[src/rtl/imem_boot_loader_pkg.sv]
// Shared types and constants for the instruction-memory boot loader.
// DEFAULT_DEPTH/DEFAULT_ADDR_W are also the sizing source for instMemory.
package imem_boot_loader_pkg;

    localparam int BYTES_PER_WORD = 4;
    localparam int LANE_W         = 2;
    localparam int DEFAULT_DEPTH  = 64;
    localparam int DEFAULT_ADDR_W = 6;

    typedef enum logic [1:0] {
        ST_LOAD  = 2'd0,
        ST_FLUSH = 2'd1,
        ST_DONE  = 2'd2,
        ST_ERROR = 2'd3
    } load_state_t;

    // Bit position of the low bit of a byte lane inside a 32-bit word.
    function automatic logic [4:0] lane_lsb(input logic [LANE_W-1:0] lane,
                                            input logic big_endian);
        logic [LANE_W-1:0] slot;
        slot = big_endian ? (LANE_W'(BYTES_PER_WORD - 1) - lane) : lane;
        return {slot, 3'b000};
    endfunction

endpackage

[src/rtl/imem_boot_loader_byte_packer.sv]
// Packing register that assembles bytes into a 32-bit word, lane by lane.
// word_out is the word as it would be with byte_in placed on the current lane.
module imem_boot_loader_byte_packer
    import imem_boot_loader_pkg::*;
#(
    parameter bit BIG_ENDIAN = 1'b1
) (
    input  logic              clock,
    input  logic              reset,
    input  logic              load,
    input  logic              clear,
    input  logic [LANE_W-1:0] lane,
    input  logic [7:0]        byte_in,
    output logic [31:0]       word_out
);

    logic [31:0] pack_q;

    // Only lanes below the current one carry earlier bytes; every lane above
    // it reads as 0x00, which is what zero-fills a short final word.
    always_comb begin
        word_out = '0;
        for (int l = 0; l < BYTES_PER_WORD; l++) begin
            if (LANE_W'(l) < lane) begin
                word_out[lane_lsb(LANE_W'(l), BIG_ENDIAN) +: 8] =
                    pack_q[lane_lsb(LANE_W'(l), BIG_ENDIAN) +: 8];
            end
        end
        word_out[lane_lsb(lane, BIG_ENDIAN) +: 8] = byte_in;
    end

    always_ff @(posedge clock) begin
        if (reset || clear) begin
            pack_q <= '0;
        end else if (load) begin
            pack_q <= word_out;
        end
    end

endmodule

[src/rtl/imem_boot_loader.sv]
// Streams bytes into 32-bit instruction words, writes them to instruction
// memory and holds the core until the whole image has been written.
module imem_boot_loader
    import imem_boot_loader_pkg::*;
#(
    parameter int DEPTH      = DEFAULT_DEPTH,
    parameter int ADDR_W     = DEFAULT_ADDR_W,
    parameter bit BIG_ENDIAN = 1'b1
) (
    input  logic              clock,
    input  logic              reset,
    input  logic              in_valid,
    input  logic [7:0]        in_data,
    input  logic              in_last,
    output logic              in_ready,
    input  logic              reload,
    output logic              wr_en,
    output logic [ADDR_W-1:0] wr_addr,
    output logic [31:0]       wr_data,
    output logic [ADDR_W:0]   word_count,
    output logic              core_hold,
    output logic              load_done,
    output logic              error,
    output logic [1:0]        dbg_state
);

    localparam int COUNT_W = ADDR_W + 1;
    localparam logic [LANE_W-1:0] LAST_LANE = LANE_W'(BYTES_PER_WORD - 1);

    load_state_t         state_q, state_d;
    logic [LANE_W-1:0]   lane_q;
    logic [COUNT_W-1:0]  word_count_q;
    logic                accept;
    logic                overflow;
    logic                write_trig;
    logic                do_reload;
    logic [31:0]         packed_next;

    // Handshake: a byte moves when in_valid && in_ready in the same cycle;
    // in_data/in_last are looked at only then, and in_ready depends on state
    // alone, so the source may hold in_valid for as long as it needs.
    always_comb begin
        state_d    = state_q;
        in_ready   = 1'b0;
        accept     = 1'b0;
        overflow   = 1'b0;
        write_trig = 1'b0;
        do_reload  = 1'b0;
        case (state_q)
            ST_LOAD: begin
                in_ready = 1'b1;
                accept   = in_valid;
                if (accept) begin
                    if (word_count_q == COUNT_W'(DEPTH) && lane_q == '0) begin
                        overflow = 1'b1;
                        state_d  = ST_ERROR;
                    end else begin
                        write_trig = (lane_q == LAST_LANE) || in_last;
                        if (in_last) state_d = ST_FLUSH;
                    end
                end
            end
            ST_FLUSH: state_d = ST_DONE;
            ST_DONE: begin
                if (reload) begin
                    do_reload = 1'b1;
                    state_d   = ST_LOAD;
                end
            end
            ST_ERROR: state_d = ST_ERROR;
            default:  state_d = ST_LOAD;
        endcase
    end

    always_ff @(posedge clock) begin
        if (reset) state_q <= ST_LOAD;
        else       state_q <= state_d;
    end

    // An overflowing byte is dropped: it neither advances the lane nor packs.
    always_ff @(posedge clock) begin
        if (reset) begin
            lane_q       <= '0;
            word_count_q <= '0;
            wr_en        <= 1'b0;
            wr_addr      <= '0;
            wr_data      <= '0;
        end else begin
            wr_en <= write_trig;
            if (write_trig) begin
                wr_addr      <= word_count_q[ADDR_W-1:0];
                wr_data      <= packed_next;
                word_count_q <= word_count_q + COUNT_W'(1);
                lane_q       <= '0;
            end else if (accept && !overflow) begin
                lane_q <= lane_q + LANE_W'(1);
            end
            if (do_reload) begin
                word_count_q <= '0;
                lane_q       <= '0;
            end
        end
    end

    imem_boot_loader_byte_packer #(
        .BIG_ENDIAN(BIG_ENDIAN)
    ) u_packer (
        .clock   (clock),
        .reset   (reset),
        .load    (accept && !overflow),
        .clear   (write_trig || overflow || do_reload),
        .lane    (lane_q),
        .byte_in (in_data),
        .word_out(packed_next)
    );

    assign word_count = word_count_q;
    assign core_hold  = (state_q != ST_DONE);
    assign load_done  = (state_q == ST_DONE);
    assign error      = (state_q == ST_ERROR);
    assign dbg_state  = state_q;

endmodule

[config.mk]
export PLATFORM = sky130hd
export DESIGN_NAME = imem_boot_loader
export DESIGN_NICKNAME = d
export VERILOG_FILES = /design/src/rtl/imem_boot_loader_pkg.sv /design/src/rtl/imem_boot_loader_byte_packer.sv /design/src/rtl/imem_boot_loader.sv
export SDC_FILE = /design/constraint.sdc
export NUM_CORES = 1
export LEC_CHECK = 0
export CAP_MARGIN = 20
export CORE_ASPECT_RATIO = 1.75
export CORE_MARGIN = 2
export CORE_UTILIZATION = 43
export CTS_BUF_LIST = sky130_fd_sc_hd__clkbuf_4 sky130_fd_sc_hd__clkbuf_8 sky130_fd_sc_hd__clkbuf_16
export DETAILED_ROUTE_END_ITERATION = 7
export MAX_ROUTING_LAYER = met4
export PLACE_DENSITY_LB_ADDON = 0.08
export SETUP_SLACK_MARGIN = 0.1
export SYNTH_ARGS = -nofsm -noshare
export SYNTH_HDL_FRONTEND = slang
export SYNTH_HIERARCHICAL = 1
export SYNTH_SLANG_ARGS = --single-unit
export TNS_END_PERCENT = 20
[constraint.sdc]
create_clock -name clock -period 2.7 [get_ports clock]
set_input_delay 0.675 -clock clock [delete_from_list [all_inputs] [get_ports clock]]
set_output_delay 0.675 -clock clock [all_outputs]
set_load 0.005 [all_outputs]
==> impl_results.md <==
* Initial antenna violation count at 0
* Slew @ Worst Pin at between 500 and 600 ps
* Crit path DAT at roughly 1600 ps
* Mapped Area at between 3000 and 4000 um^2
* Startpoint Class: flip-flop
* Drt wl/cell at 15.6 um
* Filler Cell Count at ~760
* CTS Sinks at 74
* Post-Synth XOR/XNOR Area at 0.0101
* CP Max Fanout at 5
* Non-filler cells, final at 560
* Synth cell types at 46
* Final min period at ~2300 ps
* Adder and majority gate portion of the synthesized area at 0.0503
* Drt first-iter violations at 191
* EDFF count, synth at 0
* DR vias/cell at approximately 5.5
* # H-tree levels at 3
* CP Cell Sequence: inv_1 -> ha_1 -> inv_1 -> clkdlybuf4s50_1
* Seq cells post-synth at 74
* Hold_buf cts at 0
* Drt first pass iters at 4
* # DRC at 0
* Crit-path most repeated cell: inv_1
* Setup Skew at between 3 and 4 ps
* Pwr per Cell Area at 617 nW/um^2
* Post-synth top flop: dfxtp_1
* Fin crit share at 0.850
* Setup TNS at 0 ps
* First-pass GRT wire length at between 10000 and 15000 um
* Detailed Route WL at 8740 um
* I/O Buffers at 64
* Min-delay worst type: flip-flop to flip-flop
* Seq/Total Area, Yosys at 0.425
* Synth Area in Compound Gates at 0.230
* Warnings from Yosys at 6
* Net Count, Synth at ~430
* Mux contribution to synthesized area at 0.00575
* Final Wtd Congestion at roughly 0.86
* Clk_lat worst skew at 330 ps
* Leading cell types by total area after synthesis: dfxtp_1, nand2_1, a21oi_1
* DRT antenna net count at 0
* Initial Util at 0.441
* Postcts setup bufs at 0
* # IOs at 65
* CTS Buf Count at 9
* Die area at 8870 um^2
* Vias at a little over 3k
* Syn avg cell area at roughly 8.6 um^2
* Max cap viols at 0
* Slew headroom at 0.617
* Gates resized, CTS repair at 0
* Top-area cell type share of the netlist area at 0.425
* Slowest-stage cell, CP: clkdlybuf4s50_1
* Root Buffer: clkbuf_16
* Unrepaired setup endpoints after global routing: false
* Synth area leader: dfxtp_1
* TritonCTS clock tree: built
* Share of cells above drive strength 1 at 0.126
* Largest stage delay, worst path at 490 ps
* Die width at 72.1 um
* Syn-to-layout area delta at 27.5%
* DP HPWL at 5940 um
* Top Family by Delay on Critical Path: buffers and inverters
* Total power draw at around 0.0027 W
* Leakage power at 1.59 nW
* # rows at 43
* Clock buffer depth at 2
* Ys async rst share at 0
* Peak supply drop at approximately 0.5 mV
* Req. time, crit path at between 2000 and 2500 ps
* Nets at 495
* Status: finished clean
* Largest family of logic cells by synthesized area: compound AO/OA/AOI/OAI gates
* Setup crit end kind: output pin
* Final Max Tran Viols at 0
* Simple-gate portion of the synthesized area at 0.212
* Placement Setup Slack at between 200 and 300 ps
* Largest net degree at the start of global routing at 42
* GRT Total Usage at 0.210
* Antenna cell count at 0
* Vias in the first global route at between 2k and 3k
* Max Clk Rate at between 400 and 500 MHz
* Die Span Y at ~120 um
* CTS clk-pin slew, worst paths at 50 ps
* GRT overflow at 0
* Final setup violation count at 0
* CP bufs+invs at 3
* Post-Synthesis Cells at between 400 and 500
* Hold Vio Cnt, Final at 0
* Setup WS post-layout at between 400 and 500 ps
* Core area at about 7900 um^2
* WS Path Type: flip-flop to output pin
* Cells after DPL at between 500 and 600
-- synth_stat cells (2+ instances only) --
library cell  count
xor2_1            4
a21oi_2           7
inv_1            12
buf_4             2
ha_1             14
dfxtp_1          74
nor2_1           19
mux2i_1           2
o21ai_1           2
and2_1            8
nand4_1           8
a22o_2            8
a22o_1           16
nand2_2           7
nor2b_1           6
a32oi_1           8
nor3_1            4
buf_2             6
o21ai_0          17
and4b_1           2
and3_1            2
buf_6             8
nand2_1          76
nand3_1          12
nor3b_2           2
clkbuf_1          9
a21oi_1          52
-- registers in the layout (all words and copies together), names as in the netlist --
register         cells
wr_en                1
u_packer/pack_q     24
word_count           7
dbg_state            2
wr_data             32
wr_addr              6
lane_q               2
-- path summary, 6_finish.rpt --
path                                           startpoint                        to  slack [ps]  depth (start not counted)
worst min-delay path             wr_data[23]$_SDFFE_PP0P_  wr_data[23]$_SDFFE_PP0P_         450                          2
worst min register to register   wr_data[23]$_SDFFE_PP0P_  wr_data[23]$_SDFFE_PP0P_         450                          2
worst max-delay path            dbg_state[0]$_SDFFE_PP0P_                 core_hold         410                          4
worst max register to register     lane_q[1]$_SDFFE_PP0P_  wr_data[24]$_SDFFE_PP0P_         440                          7
-- layout by cell type, fill, tap and decap left out, types with 8 or more instances in the layout --
| cell type | count |
|---|---|
| and2_1 | 8 |
| clkbuf_16 | 9 |
| nand3_1 | 12 |
| o21ai_0 | 17 |
| nand4_1 | 8 |
| ha_1 | 14 |
| a22o_2 | 8 |
| a32oi_1 | 8 |
| a22o_1 | 16 |
| inv_1 | 12 |
| dfxtp_1 | 74 |
| buf_4 | 12 |
| clkdlybuf4s50_1 | 64 |
| nor2_1 | 19 |
| nand2_1 | 76 |
| a21oi_1 | 52 |
-- metrics by stage --
stage | area, um^2 | utilization | hold WS, ps
after detailed placement | 4160 | 0.526 | 450
after CTS | 4410 | 0.558 | 458
after global placement | 4160 | 0.526 | 447
final | 4440 | 0.562 | 454
after floorplan | 3480 | - | 449
after global routing | 4440 | 0.562 | 471
-- final cells by class --
| class | instances | area (um^2) | share of cell area |
|---|---|---|---|
| clock inverter | 1 | 5.00 | 0.00113 |
| timing repair buffer | 78 | 778 | 0.175 |
| inverter | 12 | 45.0 | 0.0101 |
| tap | 90 | 113 | 0.0254 |
| multi-input combinational | 293 | 1770 | 0.399 |
| sequential | 74 | 1480 | 0.334 |
| clock buffer | 12 | 248 | 0.0558 |
-- worst min-delay path: cells and delay by family, from the launching register on --
kind | cells | cell delay, ps
DFF | 1 | 300
AOI/OAI and AO/OA | 1 | 50
and+or+nand+nor | 1 | 50
-- layer usage --
metal | global-route usage | up-vias | share of wire
met2 | 0.349 | 90 | 0.52
met3 | 0.0334 | 15 | 0.054
met4 | 0.0861 | 0 | 0.021
met5 | - | - | 0
li1 | - | 1535 | -
met1 | 0.253 | 1455 | 0.41
-- logic make-up after synthesis --
| family | Yosys count |
|---|---|
| AOI/OAI and AO/OA | 120 |
| xor gates and xnor gates | 4 |
| adders and majority gates | 14 |
| buffers and inverters | 39 |
| DFF | 74 |
| muxes | 2 |
| and+or+nand+nor | 153 |
-- report_power, final --
| group | internal, W | total [W] | switching [W] | leakage, nW |
|---|---|---|---|---|
| Sequential | 0.00113 | 0.00116 | 0.0000311 | 0.598 |
| Combinational | 0.000227 | 0.000541 | 0.000314 | 0.860 |
| Clock | 0.000635 | 0.00104 | 0.000403 | 0.129 |
| Total | 0.00199 | 0.00274 | 0.000748 | 1.59 |
No activity file was read; power rests on OpenSTA's default activity.
==> edit (config.mk and constraints unchanged) <==
The package constant `DEFAULT_ADDR_W` goes from 6 to 5.
--- a/src/rtl/imem_boot_loader_pkg.sv
+++ b/src/rtl/imem_boot_loader_pkg.sv
@@ -7,3 +7,3 @@
     localparam int DEFAULT_DEPTH  = 64;
-    localparam int DEFAULT_ADDR_W = 6;
+    localparam int DEFAULT_ADDR_W = 5;
 
Ports: changed (resized word_count and wr_addr); port bits go from 65 to 63. No check against the original RTL was run, so the function may have changed too.
==> edit against the unedited design <==
Critical path depth down 1. Synthesized area down 2.0%. Synthesized cell count down 14%. Setup slack worse by 0.021 ns. Final area down 0.93%. Cell count down 9.1%. Hold slack better by 0.021 ns. Wire length down 8.4%. Sequential cell count down 2. Power down 6.0%. Combinational power down 43%.
==> edit: results (changes against the unedited design) <==
The run finished with clean final reports. The placer congestion estimate was 0.843 (-2.1%). The fraction of final layout cells with drive strength greater than 1 came to 12.4% (-0.14 points). The number of diodes came out at 0 (unchanged). More flip-flops sit in one register than any other, and that register is wr_data. The worst max-slew margin expressed relative to the limit is 34.3% (-27 points). The synthesized net count is 377 (-13%). Sorting the synthesized cells by area gives the leading types as sky130_fd_sc_hd__dfxtp_1 42%, sky130_fd_sc_hd__mux2i_1 11%, sky130_fd_sc_hd__nor2_1 6.0%, sky130_fd_sc_hd__ha_1 5.1%, sky130_fd_sc_hd__a22o_1 4.1%. The number of buffers inserted by post-CTS setup repair is 0 (unchanged). The wire length of the first global-routing pass is 12700 um (-9.1%).

The pin count of the biggest net entering global routing came out at 28 (-33%). The flip-flop count of the largest register after layout was 32 (unchanged). The post-synthesis cell type count is 42 (-8.7%). The number of detailed-routing iterations run before antenna repair is 4 (unchanged). The detailed-route via count came out at 2776 (-10%). The sequential cell area fraction in the yosys report came out at 42.2% (-0.32 points). The maximum fanout along the worst path is 7 (+2). The stage delay of the slowest cell on the critical path came to 0.56 ns (+0.07 ns). The total detailed-routing wirelength is 8000 um (-8.4%). The clock tree buffer depth came out at 2 (unchanged).

The total of buffers placed on input and output ports came out at 62 (-3.1%). The number of inserted filler cells in the final layout is 745 (-2.5%). The detailed placement HPWL came out at 5600 um (-5.7%). The final-stage net count is 441 (-11%). The final worst clock skew is 0.00643 ns (+0.00320 ns). The DRC violation total after the first TritonRoute iteration came out at 125 (-35%).

The via count of the first global-routing pass came to 2541 (-9.9%). Counting instances in the post-synthesis netlist gives the leading cell types as 72 x sky130_fd_sc_hd__dfxtp_1, 55 x sky130_fd_sc_hd__nor2_1, 39 x sky130_fd_sc_hd__mux2i_1. The total leakage power is 1.56 nW (-1.5%). The worst slack at placement is 0.255 ns (-0.0350 ns). The all-layer global routing usage is 19.5% (-1.5 points).

The worst supply voltage drop on vdd is 357 uV (-31%).
[edit: changes by cell type in the layout (fill, tap and decap cells not counted), moves of 6 or more]
cell,unedited run,this run
sky130_fd_sc_hd__nor2_1,19,55
sky130_fd_sc_hd__a21oi_2,7,1
sky130_fd_sc_hd__a21oi_1,52,18
sky130_fd_sc_hd__nand2_2,7,0
sky130_fd_sc_hd__nand2_1,76,4
sky130_fd_sc_hd__mux2i_1,2,39
[edit: logic make-up (layout without fill, tap and decap cells)]
kind of cell | count (synthesis) | in the layout | synth area share [%]
multiplexers | 40 | 40 | 11.8
adder cells (fa/ha/maj) | 14 | 14 | 5.13
AND/OR/NAND/NOR | 106 | 106 | 16.4
XOR/XNOR | 4 | 4 | 1.03
flip-flops | 72 | 72 | 42.2
AO/OA/AOI/OAI | 78 | 78 | 16.4
buffers and inverters | 36 | 105 | 7.07
[edit: final cells by class]
cell class	count	area [um2]	share of cell area (%)
multi-input cells	242	1740	39.6
clock buffers	11	246	5.60
inverters	13	48.8	1.11
clock inverters	5	56.3	1.28
well taps	90	113	2.56
flip-flops and latches	72	1440	32.8
repair buffers	76	751	17.1
[edit: where the power goes]
part           internal [mW]  total, mW  leakage, nW  switching [mW]
logic                  0.142      0.306        0.833           0.164
clock network          0.748       1.18        0.149           0.434
registers               1.08       1.09        0.580          0.0120
[edit: worst register-to-register path, delay by kind of cell, from the launching register on]
kind | cells | cell delay [ns]
buffers and inverters | 1 | 0.20
DFF | 1 | 0.33
adders and majority gates | 1 | 0.35
muxes | 1 | 0.08
AOI/OAI and AO/OA | 1 | 0.27
and+or+nand+nor | 2 | 0.91
[edit: worst paths after layout]
| kind | to | cells past startpoint | slack [ns] | startpoint |
|---|---|---|---|---|
| max | in_ready | 3 | 0.39 | dbg_state[0] |
| min | u_packer/pack_q[22] | 2 | 0.47 | u_packer/pack_q[22] |
| min reg2reg | u_packer/pack_q[22] | 2 | 0.47 | u_packer/pack_q[22] |
| max reg2reg | wr_data[8] | 6 | 0.51 | lane_q[0] |
[edit: per-stage QoR]
step	std cells	area (um2)
4_1_cts	509	4400
2_1_floorplan	350	3420
3_5_place_dp	493	4100
3_3_place_gp	493	4100
6_report	509	4400
5_1_grt	509	4400
[edit: layer usage]
metal  track usage, %  wire length, um
met5                -                0
met4             8.37              172
met3             3.97              326
met2             32.2             4210
met1             22.9             3290
